===== src/rtl/namuru_multi_time_base_if.sv =====
// -----------------------------------------------------------------------------
// namuru_multi_time_base_if
//
// Bundles the control inputs and the enable/counter outputs of the namuru
// multi-channel time base.
//
//   master modport : drives run/div_load/divides/sync, observes enables/counts
//   slave  modport : the time base itself
//
// Signals
//   run            1 = count; 0 = freeze all state and force enables low
//   div_load       strobe: capture tic_divide/accum_divide into shadows
//   tic_divide     TIC period minus 1, in clk cycles
//   accum_divide   per-channel accum period minus 1, channel i = [i*CW +: CW]
//   accum_tic_sync per-channel: reload accum counter on every pre_tic pulse
//   pre_tic_enable 1-cycle pulse at TIC terminal count
//   tic_enable     pre_tic_enable delayed PRE_LEAD run cycles
//   accum_enable   1-cycle pulse per channel at terminal count
//   tic_count      live TIC counter value
//   accum_count    live accum counter values, same packing as accum_divide
//   tic_epoch      tic_enable pulses since reset, modulo 2^EPOCH_W
// -----------------------------------------------------------------------------
interface namuru_multi_time_base_if #(
    parameter int CW      = 24,
    parameter int NACC    = 2,
    parameter int EPOCH_W = 16
);
    logic                 run;
    logic                 div_load;
    logic [CW-1:0]        tic_divide;
    logic [NACC*CW-1:0]   accum_divide;
    logic [NACC-1:0]      accum_tic_sync;

    logic                 pre_tic_enable;
    logic                 tic_enable;
    logic [NACC-1:0]      accum_enable;
    logic [CW-1:0]        tic_count;
    logic [NACC*CW-1:0]   accum_count;
    logic [EPOCH_W-1:0]   tic_epoch;

    modport master (
        output run, div_load, tic_divide, accum_divide, accum_tic_sync,
        input  pre_tic_enable, tic_enable, accum_enable, tic_count,
               accum_count, tic_epoch
    );

    modport slave (
        input  run, div_load, tic_divide, accum_divide, accum_tic_sync,
        output pre_tic_enable, tic_enable, accum_enable, tic_count,
               accum_count, tic_epoch
    );
endinterface


===== src/rtl/namuru_multi_time_base.sv =====
// -----------------------------------------------------------------------------
// namuru_multi_time_base
//
// Time base for the namuru correlator: one TIC generator plus NACC independent
// accumulation-interrupt generators. All enables are single-cycle pulses in
// the clk domain.
//
//   - Divide values are captured into shadow registers on div_load; counters
//     only ever reload from the shadows, so a period change always takes
//     effect on a period boundary and never truncates a running period.
//   - pre_tic_enable fires at TIC terminal count; tic_enable follows it after
//     PRE_LEAD run cycles (the delay line freezes with run=0).
//   - Each accum channel can optionally be re-phased to the TIC by reloading
//     on every pre_tic pulse (accum_tic_sync).
//   - tic_epoch counts tic_enable pulses.
//
// Ports
//   clk   system clock
//   rstn  synchronous, active-low reset
//   mtb   slave side of namuru_multi_time_base_if (controls in, enables and
//         live counter values out)
//
// Parameters
//   CW        width of all down-counters and divide values
//   NACC      number of accumulation channels (>=1)
//   PRE_LEAD  clk cycles from pre_tic_enable to tic_enable (>=1)
//   EPOCH_W   width of the TIC epoch counter
// -----------------------------------------------------------------------------
module namuru_multi_time_base #(
    parameter int CW       = 24,
    parameter int NACC     = 2,
    parameter int PRE_LEAD = 1,
    parameter int EPOCH_W  = 16
) (
    input  logic                      clk,
    input  logic                      rstn,
    namuru_multi_time_base_if.slave   mtb
);

    localparam logic [CW-1:0]      CNT_ONE   = {{(CW-1){1'b0}}, 1'b1};
    localparam logic [EPOCH_W-1:0] EPOCH_ONE = {{(EPOCH_W-1){1'b0}}, 1'b1};

    // ------------------------------------------------------------------
    // TIC generator
    // ------------------------------------------------------------------
    logic [CW-1:0]       shadow_tic_reg;
    logic [CW-1:0]       tic_q_reg;
    logic [PRE_LEAD-1:0] dly_reg;
    logic [EPOCH_W-1:0]  epoch_reg;
    logic                pre_tic;
    logic                tic_en;

    // Enables are gated by run so a freeze drops them in the same cycle,
    // while the registered state behind them is simply held.
    assign pre_tic = mtb.run & (tic_q_reg == '0);
    assign tic_en  = mtb.run & dly_reg[PRE_LEAD-1];

    // Shadow capture is independent of run so software can retune while
    // the time base is frozen.
    always_ff @(posedge clk) begin
        if (!rstn) begin
            shadow_tic_reg <= '1;
        end else if (mtb.div_load) begin
            shadow_tic_reg <= mtb.tic_divide;
        end
    end

    // Reload samples the shadow as it stood before this edge, so a div_load
    // on the terminal-count edge governs the period after next.
    always_ff @(posedge clk) begin
        if (!rstn) begin
            tic_q_reg <= '1;
        end else if (mtb.run) begin
            if (tic_q_reg == '0) begin
                tic_q_reg <= shadow_tic_reg;
            end else begin
                tic_q_reg <= tic_q_reg - CNT_ONE;
            end
        end
    end

    // preTIC-to-TIC delay line; advances only while running so pulses in
    // flight during a freeze emerge later with their remaining delay.
    generate
        if (PRE_LEAD == 1) begin : g_dly_single
            always_ff @(posedge clk) begin
                if (!rstn) begin
                    dly_reg <= '0;
                end else if (mtb.run) begin
                    dly_reg <= pre_tic;
                end
            end
        end else begin : g_dly_multi
            always_ff @(posedge clk) begin
                if (!rstn) begin
                    dly_reg <= '0;
                end else if (mtb.run) begin
                    dly_reg <= {dly_reg[PRE_LEAD-2:0], pre_tic};
                end
            end
        end
    endgenerate

    // Epoch wraps naturally at 2^EPOCH_W.
    always_ff @(posedge clk) begin
        if (!rstn) begin
            epoch_reg <= '0;
        end else if (tic_en) begin
            epoch_reg <= epoch_reg + EPOCH_ONE;
        end
    end

    // ------------------------------------------------------------------
    // Accumulation-interrupt channels
    // ------------------------------------------------------------------
    logic [NACC-1:0]    acc_en_vec;
    logic [NACC*CW-1:0] acc_cnt_vec;

    genvar gi;
    generate
        for (gi = 0; gi < NACC; gi++) begin : g_acc
            logic [CW-1:0] shadow_acc_reg;
            logic [CW-1:0] acc_q_reg;
            logic          acc_zero;
            logic          acc_reload;

            assign acc_zero = (acc_q_reg == '0);
            // A sync reload re-phases the channel to the TIC but does not
            // pulse by itself; only reaching zero raises accum_enable.
            assign acc_reload = acc_zero | (mtb.accum_tic_sync[gi] & pre_tic);

            always_ff @(posedge clk) begin
                if (!rstn) begin
                    shadow_acc_reg <= '1;
                end else if (mtb.div_load) begin
                    shadow_acc_reg <= mtb.accum_divide[gi*CW +: CW];
                end
            end

            always_ff @(posedge clk) begin
                if (!rstn) begin
                    acc_q_reg <= '1;
                end else if (mtb.run) begin
                    if (acc_reload) begin
                        acc_q_reg <= shadow_acc_reg;
                    end else begin
                        acc_q_reg <= acc_q_reg - CNT_ONE;
                    end
                end
            end

            assign acc_en_vec[gi]           = mtb.run & acc_zero;
            assign acc_cnt_vec[gi*CW +: CW] = acc_q_reg;
        end
    endgenerate

    // ------------------------------------------------------------------
    // Outputs
    // ------------------------------------------------------------------
    assign mtb.pre_tic_enable = pre_tic;
    assign mtb.tic_enable     = tic_en;
    assign mtb.accum_enable   = acc_en_vec;
    assign mtb.tic_count      = tic_q_reg;
    assign mtb.accum_count    = acc_cnt_vec;
    assign mtb.tic_epoch      = epoch_reg;

endmodule

===== src/flat_wrapper.sv =====
// flat-port wrapper written by rule: the top's interface ports become plain ports
module namuru_multi_time_base_flat 
#(
    parameter int CW       = 24,
    parameter int NACC     = 2,
    parameter int PRE_LEAD = 1,
    parameter int EPOCH_W  = 16
)
  (clk, rstn, mtb_run, mtb_div_load, mtb_tic_divide, mtb_accum_divide, mtb_accum_tic_sync, mtb_pre_tic_enable, mtb_tic_enable, mtb_accum_enable, mtb_tic_count, mtb_accum_count, mtb_tic_epoch);
  namuru_multi_time_base_if #(.CW(CW), .NACC(NACC), .EPOCH_W(EPOCH_W)) mtb_i ();
  input  logic clk;
  input  logic rstn;
  input wire logic [$bits(mtb_i.run)-1:0] mtb_run;
  input wire logic [$bits(mtb_i.div_load)-1:0] mtb_div_load;
  input wire logic [$bits(mtb_i.tic_divide)-1:0] mtb_tic_divide;
  input wire logic [$bits(mtb_i.accum_divide)-1:0] mtb_accum_divide;
  input wire logic [$bits(mtb_i.accum_tic_sync)-1:0] mtb_accum_tic_sync;
  output wire logic [$bits(mtb_i.pre_tic_enable)-1:0] mtb_pre_tic_enable;
  output wire logic [$bits(mtb_i.tic_enable)-1:0] mtb_tic_enable;
  output wire logic [$bits(mtb_i.accum_enable)-1:0] mtb_accum_enable;
  output wire logic [$bits(mtb_i.tic_count)-1:0] mtb_tic_count;
  output wire logic [$bits(mtb_i.accum_count)-1:0] mtb_accum_count;
  output wire logic [$bits(mtb_i.tic_epoch)-1:0] mtb_tic_epoch;
  assign mtb_i.run = mtb_run;
  assign mtb_i.div_load = mtb_div_load;
  assign mtb_i.tic_divide = mtb_tic_divide;
  assign mtb_i.accum_divide = mtb_accum_divide;
  assign mtb_i.accum_tic_sync = mtb_accum_tic_sync;
  assign mtb_pre_tic_enable = mtb_i.pre_tic_enable;
  assign mtb_tic_enable = mtb_i.tic_enable;
  assign mtb_accum_enable = mtb_i.accum_enable;
  assign mtb_tic_count = mtb_i.tic_count;
  assign mtb_accum_count = mtb_i.accum_count;
  assign mtb_tic_epoch = mtb_i.tic_epoch;
  namuru_multi_time_base #(.CW(CW), .NACC(NACC), .PRE_LEAD(PRE_LEAD), .EPOCH_W(EPOCH_W)) u_core (.clk(clk), .rstn(rstn), .mtb(mtb_i));
endmodule

===== config.mk =====
export PLATFORM = sky130hd
export DESIGN_NAME = namuru_multi_time_base_flat
export DESIGN_NICKNAME = d
export VERILOG_FILES = /design/src/rtl/namuru_multi_time_base_if.sv /design/src/rtl/namuru_multi_time_base.sv /design/src/flat_wrapper.sv
export SDC_FILE = /design/constraint.sdc
export NUM_CORES = 1
export LEC_CHECK = 0
export CORE_ASPECT_RATIO = 1.4
export CORE_MARGIN = 5
export CORE_UTILIZATION = 50
export DETAILED_ROUTE_END_ITERATION = 8
export PLACE_DENSITY = 0.9
export SYNTH_ARGS = -nofsm -noshare
export SYNTH_HDL_FRONTEND = slang
export SYNTH_SLANG_ARGS = --single-unit

===== constraint.sdc =====
create_clock -name clk -period 4.35 [get_ports clk]
set_clock_uncertainty 0.1 [all_clocks]
set_input_delay 1.0875 -clock clk [delete_from_list [all_inputs] [get_ports clk]]
set_output_delay 1.0875 -clock clk [all_outputs]
set_load 0.05 [all_outputs]

==> results.ini <==
[run_status]
outcome = complete, no violations

[power]
p_sw_share_pct = 23.6
power_density_mw_per_mm2 = 323
power_frac_clock_pct = 44.9
irDropWorstVdd_mv = 0.249
p_int_w = 0.00252
design_power_total_w = 0.00330
power.switching_w = 0.000779
pwr-share-seq_pct = 47.0
p_leak_nw = 4.21
p_comb_share_pct = 8.1

[worst_setup_path]
reg2reg_depth = 8
arrival_ps = 2670
r2r_start = u_core.mtb.tic_count[0]
crit_chain = or3_1 -> or4b_1 -> or3_1 -> buf_4 -> nor2_1 -> buf_12
cp-end-kind = primary output
required_ps = 3160
reg2reg_to = u_core.g_acc[0].acc_q_reg[5]
max_stage_delay_ps = 510
slowest_stage = or4b_1
startpoint_type = register
cp_max_fo = 17
worst-setup-path-type = reg2out
cpMostUsedCell = or3_1
r2r_setup_slack_ps = 1030

[finish]
drive_gt1_share_pct = 5.79
antennaDiodeCount = 0
area_delta_synth_final_pct = 30.9
design_area_mm2 = 0.0102
fin_util_pct = 66.1
final_nets = 1161

[synth]
netlist_area_mm2 = 0.00781
ys_async_sr_fraction_pct = 0
synth.most_common_cell = dfxtp_1
synth_edf_count = 0
synthCells = 933
synth.avg_cell_area_um2 = 8.37
yosysTopAreaCell = dfxtp_1
synthFlopType = dfxtp_1
yosysWarnings = 0
ys_ff_latch = 161
synth_seq_area_share_pct = 41.3
synth_common_cells = 161 x dfxtp_1, 132 x nand2_1, 81 x o21ai_0
syn_nets = 1017
synth_area_leaders = dfxtp_1 41%, mux2i_1 10%, nand2_1 6.3%
synth_top_cell_area_share_pct = 41.3
synth.distinct_cells = 59

[sta]
setup_viol = 0
maxSlewViolCount = 0
tightestPinTransition_ps = 821
final-hold-violation-count = 0
hold_slack_ps = 372
fmax_ghz = 0.259
finalSetupTns_ps = 0
slew_headroom_pct = 44.8
rsz0062_at_grt = false
fin_crit_ps = 3860
fin_crit_sh_pct = 88.6

[die]
die_area_mm2 = 0.0183
fp-row-count = 54
io-pin-count = 170
die_h_um = 158
dieWidth_um = 116
initial_utilization_pct = 50.5
core_area_mm2 = 0.0155

[min_path]
min_path_type = reg2reg
hold_depth = 2
hold_start = u_core.g_acc[0].shadow_acc_reg[5]
whs_endpoint = u_core.g_acc[0].shadow_acc_reg[5]

[global_routing]
grt_max_degree = 112
overflow = 0
grt_pass1_wl_um = 36500
grt_pass1_vias = 7491
antenna_found_initial = 0
grtUsageTotal_pct = 24.8

[drt]
dr_total_vias = 7725
avgRoutedWirePerCell_um = 17.8
final_antenna_net_count = 0
viasPerCell = 6.01
wl_um = 22800
first_pass_iters = 6
drc = 0
drtIter0Drc = 652

[clock_network]
holdBufCountCts = 0
cts_buffers = 17
root_buffer = clkbuf_16
path_clk_slew_ps = 70
cts_setup_buffers = 0
clock_latency_ps = 440
cts-htree-levels = 4
cts_tree = built
clk_path_buf_depth = 2
cts.repair.resized = 0
cts.sinks = 161

[placement]
port-buffer-count = 169
placed_cell_area_mm2 = 0.00964
place_congestion = 0.921
dp_hpwl_um = 15800

[run]
drv_cap = 0

==> logic make-up after synthesis <==
group / synth area share [%]
fa+ha+maj: 0.961
simple gates: 24.4
xor+xnor: 1.79
buf+inv: 5.70
flops: 41.3
mux: 10.3
compound gates: 15.6
==> power by group through the flow <==
| stage | logic [W] | registers [W] | clock network (W) |
|---|---|---|---|
| 2_1_floorplan | 0.000133 | 0.00159 | 0 |
| 6_report | 0.000268 | 0.00155 | 0.00148 |
| 3_5_place_dp | 0.000267 | 0.00158 | 0 |
| 5_1_grt | 0.000290 | 0.00155 | 0.00157 |
| 3_3_place_gp | 0.000260 | 0.00158 | 0 |
| 4_1_cts | 0.000268 | 0.00155 | 0.00150 |
==> layer usage <==
metal  share of wire (%)  vias to the layer above  track usage [%]
met2                  50                      317             43.0
met4                 3.8                        0             11.6
li1                    -                     3666                -
met1                  39                     3663             28.0
met3                 7.3                       79             7.00
met5                   0                        -                0
==> final cells by class <==
class	instances	area, um2
clock buffers	19	453
multi-input cells	662	4150
repair buffers	185	1830
fillers	1209	5250
inverters	50	188
clock inverters	12	136
well taps	196	245
flip-flops and latches	161	3220
==> through the flow <==
| step | instances | setup WS (ps) |
|---|---|---|
| 2_1_floorplan | 933 | 371 |
| 3_3_place_gp | 1254 | 904 |
| 3_5_place_dp | 1254 | 855 |
| 4_1_cts | 1285 | 487 |
| 5_1_grt | 1285 | 375 |
| 6_report | 1285 | 495 |
==> worst max-delay path by stage <==
stage          cells past startpoint  slack (ps)                           from                       endpoint
3_3_place_gp                       7         900                        mtb_run  u_core.g_acc[0].acc_q_reg[22]
5_1_grt                            6         370  u_core.g_acc[1].acc_q_reg[19]            mtb_accum_enable[1]
2_1_floorplan                      6         370  u_core.g_acc[1].acc_q_reg[19]            mtb_accum_enable[1]
3_5_place_dp                       7         860                        mtb_run  u_core.g_acc[0].acc_q_reg[22]
4_1_cts                            6         490  u_core.g_acc[1].acc_q_reg[19]            mtb_accum_enable[1]
6_report                           6         490  u_core.g_acc[1].acc_q_reg[19]            mtb_accum_enable[1]
==> cells in the final DEF, fill, tap and decap left out, types with 4 or more instances in the layout <==
cell and instances:
clkdlybuf4s50_1 163, dfxtp_1 161, nand2_1 132, o21ai_0 81, mux2i_1 80, inv_1 49
nor2_1 41, nand3_1 38, a32oi_1 32, nor3_1 32, nand4_1 31, and2_1 21
buf_4 18, clkbuf_16 17, nor4_1 15, o211ai_1 14, a21oi_1 14, xnor2_1 13
nor3b_1 10, or3_1 10, and3_1 8, nand2b_1 6, nor4b_1 6, ha_1 6
o31ai_1 5, and4_1 5, o22ai_1 5, a31oi_1 5, clkinv_4 5, a2bb2oi_1 4
or4_1 4, nand3b_1 4
==> critical path, delay by kind of cell (launching register included) <==
kind / cells / cell delay, ps
AND/OR/NAND/NOR: 4 / 1500
buffers and inverters: 2 / 380
flip-flops: 1 / 350
(Power assumes the default switching activity.)
